==> config.mk <==
export PLATFORM = sky130hd
export DESIGN_NAME = cash_debounce
export DESIGN_NICKNAME = d
export VERILOG_FILES = /design/src/rtl/cash_debounce.sv
export SDC_FILE = /design/constraint.sdc
export NUM_CORES = 1
export LEC_CHECK = 0
export CAP_MARGIN = 30
export CORE_ASPECT_RATIO = 0.6
export CORE_MARGIN = 4
export CORE_UTILIZATION = 45
export DETAILED_ROUTE_END_ITERATION = 8
export RECOVER_POWER = 50
export SLEW_MARGIN = 20
export SYNTH_ARGS = -nofsm -noshare
export SYNTH_HDL_FRONTEND = slang
export SYNTH_SLANG_ARGS = --single-unit
==> constraint.sdc <==
create_clock -name clk -period 4.8 [get_ports clk]
set_input_delay 0.48 -clock clk [delete_from_list [all_inputs] [get_ports clk]]
set_output_delay 0.48 -clock clk [all_outputs]
set_load 0.03 [all_outputs]
==> src/rtl/cash_debounce.sv <==
// cash_debounce: synchronise and debounce six cash buttons, one clean pulse per press.
// Macro CASH_SERIALIZE_EN: serialise simultaneous presses into spaced one-hot pulses.
module cash_debounce #(
  parameter int DEBOUNCE_CYCLES = 20,
  parameter int CNT_W           = 20,
  parameter int GAP_CYCLES      = 2
) (
  input  logic       clk,
  input  logic       rst,
  input  logic [5:0] key_raw,
  output logic [5:0] cash_Input,
  output logic [5:0] key_stable,
  output logic       busy
);

  localparam int unsigned N_KEYS = 6;

  logic [N_KEYS-1:0] s1_q, s2_q;
  logic [N_KEYS-1:0] stable_q, stable_d, stable_prev_q;
  logic [N_KEYS-1:0] rise_c;
  logic [N_KEYS-1:0] cash_q, cash_d;
  logic [CNT_W-1:0]  cnt_q [N_KEYS];
  logic [CNT_W-1:0]  cnt_d [N_KEYS];

  // Two-flop synchroniser for the asynchronous button inputs
  always_ff @(posedge clk or posedge rst) begin
    if (rst) begin
      s1_q <= '0;
      s2_q <= '0;
    end else begin
      s1_q <= key_raw;
      s2_q <= s1_q;
    end
  end

  // Any bounce back to the stable level restarts the count
  always_comb begin
    stable_d = stable_q;
    for (int unsigned i = 0; i < N_KEYS; i++) begin
      cnt_d[i] = '0;
      if (s2_q[i] != stable_q[i]) begin
        if (cnt_q[i] == CNT_W'(DEBOUNCE_CYCLES - 1)) begin
          stable_d[i] = s2_q[i];
        end else begin
          cnt_d[i] = cnt_q[i] + CNT_W'(1);
        end
      end
    end
  end

  always_ff @(posedge clk or posedge rst) begin
    if (rst) begin
      stable_q      <= '0;
      stable_prev_q <= '0;
      for (int unsigned i = 0; i < N_KEYS; i++) begin
        cnt_q[i] <= '0;
      end
    end else begin
      stable_q      <= stable_d;
      stable_prev_q <= stable_q;
      for (int unsigned i = 0; i < N_KEYS; i++) begin
        cnt_q[i] <= cnt_d[i];
      end
    end
  end

  assign rise_c     = stable_q & ~stable_prev_q;
  assign key_stable = stable_q;
  assign cash_Input = cash_q;

`ifdef CASH_SERIALIZE_EN
  typedef enum logic [1:0] {IDLE, EMIT, GAP} state_e;

  localparam int unsigned GAP_W = $clog2(GAP_CYCLES + 2);

  state_e            state_q, state_d;
  logic [GAP_W-1:0]  gap_q, gap_d;
  logic [N_KEYS-1:0] pending_q, pending_d;
  logic [N_KEYS-1:0] sel_c, clr_c;
  logic              busy_q, busy_d;

  // Lowest pending index has priority
  assign sel_c = pending_q & (~pending_q + N_KEYS'(1));

  always_comb begin
    state_d = state_q;
    gap_d   = gap_q;
    cash_d  = '0;
    clr_c   = '0;
    case (state_q)
      IDLE: begin
        if (|pending_q) begin
          cash_d  = sel_c;
          clr_c   = sel_c;
          state_d = EMIT;
        end
      end
      EMIT: begin
        gap_d   = '0;
        state_d = (GAP_CYCLES <= 1) ? IDLE : GAP;
      end
      GAP: begin
        if (int'(gap_q) >= GAP_CYCLES - 2) begin
          state_d = IDLE;
        end else begin
          gap_d = gap_q + GAP_W'(1);
        end
      end
      default: state_d = IDLE;
    endcase
    // A new press on the bit being emitted this cycle must survive the clear
    pending_d = (pending_q & ~clr_c) | rise_c;
    busy_d    = (state_d != IDLE) | (|pending_d);
  end

  always_ff @(posedge clk or posedge rst) begin
    if (rst) begin
      state_q   <= IDLE;
      gap_q     <= '0;
      pending_q <= '0;
      cash_q    <= '0;
      busy_q    <= 1'b0;
    end else begin
      state_q   <= state_d;
      gap_q     <= gap_d;
      pending_q <= pending_d;
      cash_q    <= cash_d;
      busy_q    <= busy_d;
    end
  end

  assign busy = busy_q;
`else
  assign cash_d = rise_c;

  always_ff @(posedge clk or posedge rst) begin
    if (rst) begin
      cash_q <= '0;
    end else begin
      cash_q <= cash_d;
    end
  end

  assign busy = 1'b0;
`endif

endmodule

Word level (Yosys, flattened, before mapping)

Index checks and enable logic that the tools add are counted.

Add/sub/neg operators: 6
Equality and inequality tests: 12
Multiplexer cells: 12
Bitwise logic cells: 2
Reductions and logical operators: 6

Operator list:

| kind                  | number |
|---|---|
| $mux 20               | 12 |
| $add 20x1->20 const B | 6 |
| $eq 20x5->1 const B   | 6 |
| $reduce_and 2->1      | 6 |
| $and 6x6->6           | 1 |
| $ne 1x1->1            | 6 |
| $not 6->6             | 1 |

Register bits after elaboration: 150
Input port bits: 8
Logic and storage cells: 54

Longest topological paths before layout

Gate-level depths: netlist (run 1).

Word-level depth: 3
Mapped depth: 6
Depth with buffers taken out: 5

Worst setup path after synthesis (run 1)

Ideal clock, no wire load.

Kind: reg-to-reg
Start point: reg cnt_q[16] (netlist name)
End point: reg cnt_q[10] (netlist name)
Setup time: 0.121 ns
Data arrival time: 1.662 ns
Required time: 4.679 ns
Path slack: 3.016 ns
Cell stages (with the launch flop): 5
Clock period less this slack: 1.784 ns
Path through: dfrtp_1 -> or4_1 -> o31ai_4 -> buf_2 -> nor2_1

RTL lines:

| element                          | line | text |
|---|---|---|
| start: declaration               | 22   | `logic [CNT_W-1:0] cnt_q [N_KEYS];` |
| start signal: indexed assignment | 62   | `cnt_q[i] <= cnt_d[i];` |

==> run summary, run 1 <==
Min cycle time layout: 2.925 ns
Status: finished, violations left
Final period utilization: 60.93%
CTS Buf Count: 17
Grt total ovfl: 0
Sw frac: 20.36%
Pin count of the biggest net entering global routing: 85
Chip height: 105.1 µm
Routed wire length: 14330 µm
Layout cell share with drive strength beyond 1: 7.191%
Post-layout net count: 746
IO Pins: 21
Core area: 15370 µm²
CTS clock-pin slew for the worst setup and hold paths: 0.06 ns
Unrepaired setup endpoints after global routing: no
Reg area: 3754 µm²
Post-CTS Setup Repair Bufs: 0
Post-synth top area share: 53.10%
Relative slew margins: -23.70%
Worst min-delay path class: flip-flop to flip-flop
Filler cells: 1322
WP data required: 4.95 ns
P_int: 2.263 mW
Die area: 17840 µm²
Final Hold Vio Count: 0
Worst Max-Slew Pin Slew: 1.855 ns
Initial DRC Count: 315
Total GRT Usage: 17.29%
CTS sink cnt: 150
CP startpoint kind: input pin
CTS max path bufs: 2
P_sw: 578.6 µW
Wire per inst: 15.24 µm
Avg Cell Area, Syn: 10.06 µm²
Htree depth: 4
Initial Utilization: 45.99%
Crit path capture type: async pin
Max IR drop VDD: 0.2245 mV
Ys Warns: 0
Post-synth EDFFs: 0
Mapped Area: 7069 µm²
Design Power: 2.841 mW
Seq pwr share: 45.9%
Mapped Nets: 723
CTS Root Cell: clkbuf_16
Seq/Total Area, Yosys: 53.10%
Gate power share: 2.8%
Synth Flop Type: dfrtp_1
Total of max-cap violations: 2
CTS tree: yes
FFs w/ async S/R, synth: 100.0%
Initial antenna violation count: 0
Die Width: 169.8 µm
Post_cts resized: 0
Static leakage power: 3.376 nW
Vias in the first global route: 5062
Mapped Cells: 703
Row Count: 35
Synth area leader: dfrtp_1
Via density: 5.491
Area of the multi-input gates: 3138 µm²
Slew Limit Fails: 70
Violated checks: max-capacitance violations, max-slew violations
Synth cell types: 38
Ant. Diodes: 0
DRT antenna net count: 0
CTS hold repair buffers: 0
Maximum clock frequency: 341.9 MHz
Port Buffers: 19
Crit-path max FO: 84
Worst skew pair latency: 0.41 ns
Clock network power share: 51.3%
Global-route wire length before repair: 25500 µm
Setup violations, final: 0
DRC violations left: 0
Area Growth Syn to Fin: 14.76%
Synth area leaders: dfrtp_1, xnor2_1, nor2_1
Worst EP arrival: 3.08 ns
#FFs+latches synth: 150
Worst Clk Skew: 0.01667 ns
Final HPWL from detailed placement: 9759 µm
TritonRoute pass-1 iters: 6
Routability-driven placement congestion ratio: 0.8161
Path type of the worst setup path: input pin to async pin
Final setup TNS: 0 ns
Via count: 5162
Power per cell area: 350.2 nW/µm²
-- layout make-up --
cell class / instances / share of cell area, %
inverters: 22 / 1.080
repair buffers: 26 / 2.899
well taps: 203 / 3.131
clock buffers: 21 / 5.799
clock inverters: 9 / 2.144
flip-flops and latches: 150 / 46.27
multi-input cells: 509 / 38.68
-- flip-flops by register name, indices dropped and copies added (netlist names) --
register and count:
cash_Input 6, s2_q 6, cnt_q 120, stable_prev_q 6
s1_q 6, key_stable 6
-- cell usage in the layout (no fill, tap or decap), types with 8 or more instances in the layout --
master           netlist  layout
clkdlybuf4s50_1        0      12
xnor2_1               64      64
a21oi_1               18      18
nand4_1               41      41
nor3_1                20      20
nor4_1                42      42
nand3_1               40      40
dfrtp_1              150     150
clkbuf_16              0      17
xor2_1                29      29
or3_1                  8       8
nor2_1               121     121
nand2_1               33      33
and3_1                12      12
o21ai_0               12       9
ha_1                  12      12
inv_1                 22      21
-- routing by layer --
layer | wire length, µm | part of all wire [%] | track usage [%] | vias to the layer above
li1 | - | - | - | 2513
met1 | 7586 | 53 | 27.59 | 2514
met2 | 5927 | 41 | 23.29 | 131
met3 | 755 | 5.3 | 4.310 | 4
met4 | 55 | 0.38 | 4.021 | 0
met5 | 0 | 0 | 0 | -
-- power groups by stage --
stage	combinational, mW	sequential, mW	clock [mW]
after CTS	0.0852	1.30	1.49
final	0.0804	1.30	1.46
after global placement	0.0827	1.33	0
after detailed placement	0.0848	1.33	0
after floorplan	0.0642	1.32	0
after global routing	0.0958	1.31	1.55
-- kinds of logic (layout without fill, tap and decap cells) --
logic type               Yosys count  after routing  share of synthesized area (%)
AO/OA/AOI/OAI                     47             47                          4.177
other                              1              1                        0.05305
XOR/XNOR                          93             93                          11.52
buffers and inverters             44             78                          2.513
multiplexers                       6              6                         0.9557
adder cells (fa/ha/maj)           12             12                          2.124
AND/OR/NAND/NOR                  350            350                          25.56
flip-flops                       150            150                          53.10
-- through the flow --
step	std cells	cell area, µm²	setup WS [ns]	hold WS, ns	util, %
2_1_floorplan	703	7069	0.2836	0.3312	-
5_1_grt	940	8113	1.311	0.3537	52.78
4_1_cts	940	8120	2.729	0.3488	52.83
6_report	940	8113	1.875	0.3470	52.78
3_5_place_dp	910	7476	2.737	0.3355	48.64
3_3_place_gp	910	7476	2.787	0.3340	48.64
-- critical path: stages --
cell and delay [ns]:
dlygate4sd3_1 0.59, inv_6 0.54, clkbuf_1 1.40
-- cell usage after synthesis (all sizes together) (2+ instances only) --
master and count:
dfrtp 150, nor2 121, xnor2 64, nand4 44, nor4 42, nand3 40, nand2 33, xor2 29
inv 22, nor3 20, a21oi 18, clkbuf 14, o21ai 14, and3 12, ha 12, buf 8
or3 8, or4 8, nor4b 7, mux2 6, nor2b 6, o31ai 5, a21o 4, a31o 4
and4 4, and2 2, or2 2
-- final timing paths --
kind                       startpoint            end  slack (ns)  cells after the start
max                               rst      cnt_q[47]        1.88                      3
min                           s1_q[0]        s2_q[0]        0.35                      0
max reg2reg                 cnt_q[80]      cnt_q[98]        2.72                      6
min reg2reg                   s1_q[0]        s2_q[0]        0.35                      0
max in group clk            cnt_q[80]      cnt_q[98]        2.72                      6
min in group asynchronous         rst  cash_Input[5]        0.70                      2
Note: power is estimated with default switching activity, not from simulation.
==> run 2, diff against run 1 <==
- clock period: 4.8 -> 2.9 ns (I/O delays scaled with it)
==> run 2 against run 1 <==
Effect of this change:
- the flow now finishes without violations
- total power rose by 60%
- hold slack worse by 0.10 ns
- cell area about the same
- largest power group unchanged
==> run summary, run 2 (same netlist as run 1, synthesis figures left out) <==
Routed wire length: 14060 µm (was 14330 µm)
Maximum clock frequency: 498.4 MHz
Worst Max-Slew Pin Slew: 0.8343 ns (was 1.855 ns)
Min cycle time layout: 2.006 ns
FF-to-FF End: cnt_q[4] (was cnt_q[98])
Slew Limit Fails: 0 (was 70)
Design Power: 4.543 mW (was 2.841 mW)
Post_cts resized: 0 (unchanged)
CTS clock-pin slew for the worst setup and hold paths: 0.07 ns (was 0.06 ns)
CTS Root Cell: clkbuf_16 (unchanged)
Total GRT Usage: 16.51% (was 17.29%)
CTS tree: yes (unchanged)
WP data required: 3.17 ns (was 4.95 ns)
Static leakage power: 3.358 nW (was 3.376 nW)
Internal reg-to-reg setup slack: 0.89 ns (was 2.72 ns)
Power per cell area: 560.6 nW/µm² (was 350.2 nW/µm²)
Worst Clk Skew: 0.01082 ns (was 0.01667 ns)
Die Width: 169.8 µm (unchanged)
P_sw: 1.017 mW (was 578.6 µW)
Worst EP arrival: 2.28 ns (was 3.08 ns)
Relative slew margins: 43.86% (was -23.70%)
Status: finished, final reports clean (was finished, violations left)
Unrepaired setup endpoints after global routing: no (unchanged)
Max FFs per register: 120 (unchanged)
Routability-driven placement congestion ratio: 0.8305 (was 0.8161)
Final HPWL from detailed placement: 9406 µm (was 9759 µm)
Filler cells: 1382 (was 1322)
Area Growth Syn to Fin: 14.65% (was 14.76%)
Placed instance area: 7500 µm² (was 7476 µm²)
Sw frac: 22.38% (was 20.36%)
Ant. Diodes: 0 (unchanged)
CTS hold repair buffers: 0 (unchanged)
Initial DRC Count: 391 (was 315)
Total of max-cap violations: 0 (was 2)
Wire per inst: 14.92 µm (was 15.24 µm)
Pin count of the biggest net entering global routing: 76 (was 85)
Final period utilization: 69.18%
TritonRoute pass-1 iters: 5 (was 6)
Most common cell after layout, fill and taps aside: dfrtp_1 (unchanged)
Setup violations, final: 0 (unchanged)
IO Pins: 21 (unchanged)
CTS Buf Count: 17 (unchanged)
Via density: 5.468 (was 5.491)
Initial Utilization: 45.99% (unchanged)
Final design area excluding fillers: 8105 µm² (was 8113 µm²)
Max IR drop VDD: 0.3947 mV (was 0.2245 mV)
P_int: 3.527 mW (was 2.263 mW)
CP startpoint kind: flip-flop (was input pin)
Layout cell share with drive strength beyond 1: 7.713% (was 7.191%)
Worst min-delay path class: input pin to async pin (was flip-flop to flip-flop)
Htree depth: 4 (unchanged)
Post-layout util: 52.73% (was 52.78%)
Clock network power share: 49.4% (was 51.3%)
DRT antenna net count: 0 (unchanged)
Die area: 17840 µm² (unchanged)
CTS max path bufs: 2 (unchanged)
Reg area: 3754 µm² (unchanged)
Gate power share: 3.0% (was 2.8%)
Register-to-Register Path Depth: 3 (was 6)
Final setup TNS: 0 ns (unchanged)
Worst r2r src: cnt_q[16] (was cnt_q[80])
CTS sink cnt: 150 (unchanged)
Final Hold Vio Count: 0 (unchanged)
Largest Register: cnt_q (unchanged)
Global-route wire length before repair: 24230 µm (was 25500 µm)
DRC violations left: 0 (unchanged)
Area of the multi-input gates: 3138 µm² (unchanged)
Port Buffers: 19 (unchanged)
Post-layout net count: 747 (was 746)
Crit path capture type: flip-flop (was async pin)
Path type of the worst setup path: flip-flop to flip-flop (was input pin to async pin)
Chip height: 105.1 µm (unchanged)
Via count: 5151 (was 5162)
Worst skew pair latency: 0.41 ns (about the same)
Vias in the first global route: 4970 (was 5062)
Crit-path max FO: 19 (was 84)
Row Count: 35 (unchanged)
Initial antenna violation count: 0 (unchanged)
Core area: 15370 µm² (unchanged)
Seq pwr share: 47.5% (was 45.9%)
Post-CTS Setup Repair Bufs: 0 (unchanged)
Grt total ovfl: 0 (unchanged)
Hold WS: 0.2424 ns (was 0.3470 ns)
Most frequent cells in the layout: dfrtp_1, nor2_1, xnor2_1 (unchanged)
run 2: power by group through the flow:
| stage | Sequential, mW | Clock (mW) | Combinational (mW) |
|---|---|---|---|
| after global routing | 2.16 | 2.39 | 0.163 |
| after global placement | 2.19 | 0 | 0.140 |
| after CTS | 2.16 | 2.30 | 0.146 |
| final | 2.16 | 2.25 | 0.138 |
| after floorplan | 2.18 | 0 | 0.107 |
| after detailed placement | 2.20 | 0 | 0.145 |
run 2: how the worst max path moves through the flow:
stage	cells after the start	end	slack, ns	startpoint
6_report	3	cnt_q[4]	0.89	cnt_q[16]
5_1_grt	4	cnt_q[117]	0.70	cnt_q[102]
4_1_cts	4	cnt_q[117]	0.89	cnt_q[102]
3_5_place_dp	4	cnt_q[117]	0.89	cnt_q[102]
3_3_place_gp	4	cnt_q[117]	0.96	cnt_q[102]
2_1_floorplan	1	cash_Input[0]	0.72	rst
run 2: metrics by stage:
step                      setup slack [ns]  instances
final                               0.8937        942
after floorplan                     0.7210        703
after global placement              0.9565        910
after detailed placement            0.8942        910
after CTS                           0.8876        941
after global routing                0.6952        942
run 2: layout make-up:
type,instances,share of cell area [%]
sequential,150,46.31
multi-input combinational,509,38.72
clock buffer,18,5.295
timing repair buffer,27,3.365
tap,203,3.134
clock inverter,13,2.146
inverter,22,1.034
run 2: metal layers:
| layer | vias up | GRT usage, % | share of wire [%] |
|---|---|---|---|
| met2 | 126 | 22.55 | 42 |
| met3 | 8 | 3.819 | 4.9 |
| met4 | 0 | 5.284 | 0.64 |
| li1 | 2517 | - | - |
| met1 | 2500 | 25.65 | 52 |
| met5 | - | 0 | 0 |
run 2: critical path: stages (launching register included):
cell and delay (ns):
dfrtp_1 0.42, or4_1 0.60, o31ai_4 0.69, nor2_1 0.14
==> RTL change 1: new RTL, flow settings as in run 1 <==
Set the parameter `CNT_W` to 40 (it was 20).
--- a/src/rtl/cash_debounce.sv
+++ b/src/rtl/cash_debounce.sv
@@ -3,5 +3,5 @@
 module cash_debounce #(
   parameter int DEBOUNCE_CYCLES = 20,
-  parameter int CNT_W           = 20,
+  parameter int CNT_W           = 40,
   parameter int GAP_CYCLES      = 2
 ) (
Formal check against the unedited RTL: same outputs for any inputs over 10 cycles, from zero or initial values and one cycle with rst high; that may be too few to reach the edited logic, so the function may still have changed.
==> RTL change 1 against run 1 <==
The flow still finishes with violations (max-capacitance violations, max-slew violations); fmax up 4.2%; sequential share of layout area down 0.88 points; routed wire length up 96%; critical path depth unchanged; cell area up 83%; combinational power up 48%; final cell count up 95%; sequential power up 78%; area after synthesis up 88%; sequential cell count up 120; setup slack better by 0.12 ns; clock skew down 0.0084 ns; total power up 61%; critical path type unchanged.
==> RTL change 1: results (changes against run 1) <==
Inserted Clock Buffers=28 (was 17); asr flop ratio synth=100% (unchanged); largest net degree at the start of global routing=87 (was 85); routability cong.=0.811 (was 0.816); HP Class=reg -> reg (unchanged); Met2 Wirelength=10500 µm (was 5930 µm); max cap viols=3 (was 2); status=complete, but fails checks (unchanged); Fill cells=2656 (was 1322); worst-case clock skew=0.00828 ns (was 0.0167 ns); H-tree levels=1 (was 4); share of cells above drive strength 1=6.15% (was 7.19%); failing checks=max-capacitance violations, max-slew violations (unchanged); worst-case clock buffer depth=3 (was 2); postcts setup bufs=0 (unchanged); top sig layer=met4 (unchanged); Layout Nets=1432 (was 746); dpl cell area=14000 µm² (was 7480 µm²); met3 wire length=1270 µm (was 755 µm); Synth cell types=43 (was 38); Place WS=2.00 ns (was 2.74 ns); top cells by area, synth=dfrtp_1, xor2_1, nor2_1, nand4_1, xnor2_1 (was dfrtp_1, xnor2_1, nor2_1, nor4_1, nand4_1); antenna violations before repair=0 (unchanged); top post-synthesis cells by count=dfrtp_1, nor2_1, xor2_1, nand4_1, nand3_1 (was dfrtp_1, nor2_1, xnor2_1, nor4_1, nand4_1); global-route wire length before repair=48100 µm (was 25500 µm); vias in the first global route=9025 (was 5062); DRT met1 WL=15900 µm (was 7590 µm); VDD IR max=0.279 mV (was 0.224 mV); drt wl/cell=15.3 µm (was 15.2 µm); Rel. slew slack=-42.4% (was -23.7%); latest clock arrival within the worst-skew pair=0.55 ns (was 0.41 ns); most flop-heavy register=cnt_q (unchanged); Worst-path clk slew=0.06 ns (about the same); DR vias=9982 (was 5162); Pre-antenna DRT Iters=5 (was 6); Ys Warns=0 (unchanged); Post-DP HPWL=18600 µm (was 9760 µm); Clock Tree Root=clkbuf_16 (unchanged); sequential-to-total area share from yosys stat=50.7% (was 53.1%); leak pwr=0.00612 µW (was 0.00338 µW); area of the multi-input gates=6270 µm² (was 3140 µm²); crit-path max FO=86 (was 84); WP data arrival=3.03 ns (was 3.08 ns); gr usage total=17.4% (was 17.3%); Starting DRT DRC Count=789 (was 315); Port Buffer Count=19 (unchanged); post-cts resize count=0 (unchanged); max reg flops=240 (was 120); fin. max-slew vios=204 (was 70)
RTL change 1: changes by cell type after synthesis, sizes merged, moves of 28 or more:
cell	run 1	this run
xor2	29	135
nand2	33	82
nor4	42	70
nand4	44	106
dfrtp	150	270
nor2	121	237
nand3	40	90
RTL change 1: report_power, final:
group	switching (µW)	internal, µW
Sequential	19.2	2290
Combinational	92.3	26.5
Clock	892	1260
RTL change 1: cell families (layout without fill, tap and decap cells):
| family | after synthesis | after routing | share of synthesized area, % |
|---|---|---|---|
| adder cells (fa/ha/maj) | 12 | 12 | 1.13 |
| AND/OR/NAND/NOR | 751 | 751 | 29.3 |
| XOR/XNOR | 196 | 196 | 12.9 |
| other | 1 | 2 | 0.0282 |
| AO/OA/AOI/OAI | 75 | 75 | 3.14 |
| buffers and inverters | 77 | 120 | 2.31 |
| flip-flops | 270 | 270 | 50.7 |
| multiplexers | 6 | 6 | 0.507 |
RTL change 1: path summary, 6_finish.rpt:
| path | slack [ns] | cells after the start | startpoint | endpoint |
|---|---|---|---|---|
| max | 1.99 | 3 | rst | cnt_q[157]$_DFF_PP0_ |
| min reg2reg | 0.35 | 0 | s1_q[3]$_DFF_PP0_ | s2_q[3]$_DFF_PP0_ |
| min in group asynchronous | 0.40 | 2 | rst | cnt_q[236]$_DFF_PP0_ |
| max in group clk | 2.01 | 7 | cnt_q[160]$_DFF_PP0_ | cnt_q[191]$_DFF_PP0_ |
| max reg2reg | 2.01 | 7 | cnt_q[160]$_DFF_PP0_ | cnt_q[191]$_DFF_PP0_ |
| min | 0.35 | 0 | s1_q[3]$_DFF_PP0_ | s2_q[3]$_DFF_PP0_ |
RTL change 1: area by class of cell:
| type | instances | share of cell area (%) |
|---|---|---|
| Sequential cell | 270 | 45.4 |
| Tap cell | 400 | 3.36 |
| Clock inverter | 6 | 0.387 |
| Multi-Input combinational cell | 1041 | 42.1 |
| Antenna cell | 1 | 0.0168 |
| Timing Repair Buffer | 36 | 2.16 |
| Clock buffer | 43 | 5.70 |
| Inverter | 35 | 0.891 |
RTL change 1: per-layer routing:
layer	vias to the layer above	global-route usage (%)
li1	4920	-
met1	4835	31.2
met2	198	21.2
met3	29	2.77
met4	0	3.02
met5	-	0
RTL change 1: critical path, stage by stage:
cell	delay (ns)
dlygate4sd3_1	0.54
clkinvlp_2	0.34
clkbuf_2	1.60
RTL change 1: metrics by stage:
stage | hold slack, ns | std cells
finish | 0.348 | 1832
detailed placement | 0.336 | 1781
floorplan | 0.331 | 1388
CTS | 0.245 | 1830
global placement | 0.334 | 1780
global route | 0.354 | 1831
==> RTL change 2: new RTL, settings of run 1 <==
Made on the original files. Add an input register stage for `key_raw`, cleared by the reset; this delays it by one clock.
--- a/src/rtl/cash_debounce.sv
+++ b/src/rtl/cash_debounce.sv
@@ -16,4 +16,14 @@
   localparam int unsigned N_KEYS = 6;
 
+  logic [5:0] key_raw_q;
+
+  always_ff @(posedge clk or posedge rst) begin
+    if (rst) begin
+      key_raw_q <= '0;
+    end else begin
+      key_raw_q <= key_raw;
+    end
+  end
+
   logic [N_KEYS-1:0] s1_q, s2_q;
   logic [N_KEYS-1:0] stable_q, stable_d, stable_prev_q;
@@ -29,5 +39,5 @@
       s2_q <= '0;
     end else begin
-      s1_q <= key_raw;
+      s1_q <= key_raw_q;
       s2_q <= s1_q;
     end
Check against the original RTL: same outputs for any inputs over 10 cycles, from zero or initial values and one cycle with rst high; that may be too few to reach the edited logic, so the function may still have changed.
==> RTL change 2 against run 1 <==
The flow still finishes with violations (max-capacitance violations, max-slew violations); total power shrank 6.1%; critical endpoint is now cnt_q[50]$_DFF_PP0_; clock power shrank 16%; global-route usage grew 0.053 points; sequential power grew 5%; fmax grew 4.5%; routed wire length grew 0.96%; area after synthesis grew 2.1%; sequential share of layout area grew 1.4 points; sequential cell count grew 6; setup slack gained 0.13 ns; cell area grew 0.93%; clock skew shrank 0.0065 ns; critical path type unchanged.
==> RTL change 2: results (changes against run 1) <==
GR Layer Usage met3=4.27% (was 4.31%); Pre-antenna DRT Iters=4 (was 6); met2 usage=23.9% (was 23.3%); crit-path max cell delay=1.29 ns (was 1.40 ns); leak pwr=0.00340 µW (was 0.00338 µW); Post-DP HPWL=9910 µm (was 9760 µm); final WL=14500 µm (was 14300 µm); Starting DRT DRC Count=523 (was 315); Post-Synthesis Net Count=729 (was 723); VDD IR max=0.216 mV (was 0.224 mV); top post-synthesis cells by count=dfrtp_1, nor2_1, xnor2_1, nor4_1, nand4_1 (unchanged); Synth cell types=38 (unchanged); crit-path max FO=32 (was 84); global-route wire length before repair=25900 µm (was 25500 µm); met1 Track Usage GR=27.1% (was 27.6%); via-per-instance ratio=5.48 (was 5.49); clk pwr=1220 µW (was 1460 µW); synthesized instance count=709 (was 703); vias in the first global route=5143 (was 5062); worst-case clock buffer depth=2 (unchanged); Least-Margin Pin Slew=1.69 ns (was 1.86 ns); top cells by area, synth=dfrtp_1, xnor2_1, nor2_1, nor4_1, nand4_1 (unchanged); fin. max-slew vios=33 (was 70); largest net degree at the start of global routing=98 (was 85); share of cells above drive strength 1=7.77% (was 7.19%); routability cong.=0.801 (was 0.816); status=complete, but fails checks (unchanged); flop2flop setup slack=2.69 ns (was 2.72 ns); diode count=0 (unchanged); dpl cell area=7630 µm² (was 7480 µm²); Worst Reg-to-Reg Cells=5 (was 6); failing checks=max-capacitance violations, max-slew violations (unchanged); sw frac=23.9% (was 20.4%); WP data arrival=3.00 ns (was 3.08 ns); Layout Nets=753 (was 746); sequential-to-total area share from yosys stat=54.1% (was 53.1%); worst-case clock skew=0.0101 ns (was 0.0167 ns); max cap viols=1 (was 2); P_seq=1360 µW (was 1300 µW); final worst slack=2.00 ns (was 1.88 ns)
## RTL change 2: cell types whose count changed after synthesis, sizes merged
cell | before | now
dfrtp | 150 | 156
## RTL change 2: through the flow
stage                     util [%]  total power, µW  hold WS, ns  instances
after floorplan                  -             1440        0.331        709
after global placement        49.1             1460        0.332        916
after detailed placement      49.1             1470        0.335        916
after CTS                     52.5             2710        0.349        948
after global routing          52.7             2790        0.354        949
final                         52.7             2670        0.349        949
## RTL change 2: path summary, 6_finish.rpt
check	from	endpoint
worst max-delay path	rst	cnt_q[50]$_DFF_PP0_
worst min-delay path	key_raw_q[1]$_DFF_PP0_	s1_q[1]$_DFF_PP0_
worst max register to register	cnt_q[65]$_DFF_PP0_	cnt_q[64]$_DFF_PP0_
worst min register to register	key_raw_q[1]$_DFF_PP0_	s1_q[1]$_DFF_PP0_
max in group clk	cnt_q[65]$_DFF_PP0_	cnt_q[64]$_DFF_PP0_
min in group asynchronous	rst	cnt_q[119]$_DFF_PP0_
## RTL change 2: cell type report
type | instances | area, µm²
flip-flops and latches | 156 | 3900
fillers | 1361 | 7360
inverters | 22 | 83.8
clock buffers | 17 | 425
clock inverters | 15 | 116
repair buffers | 27 | 267
multi-input cells | 509 | 3140
well taps | 203 | 254
## RTL change 2: cells by family (layout without fill, tap and decap cells)
group	count (synthesis)	count (layout)	synth area share (%)
DFF	156	156	54.1
AOI/OAI and AO/OA	47	47	4.09
other	1	1	0.0519
xor gates and xnor gates	93	93	11.3
adders and majority gates	12	12	2.08
muxes	6	6	0.936
buffers and inverters	44	81	2.46
and+or+nand+nor	350	350	25.0
## RTL change 2: routing by layer
| metal | wire [µm] | part of all wire (%) |
|---|---|---|
| met5 | 0 | 0 |
| met4 | 169 | 1.2 |
| met3 | 648 | 4.5 |
| met2 | 6040 | 42 |
| met1 | 7610 | 53 |
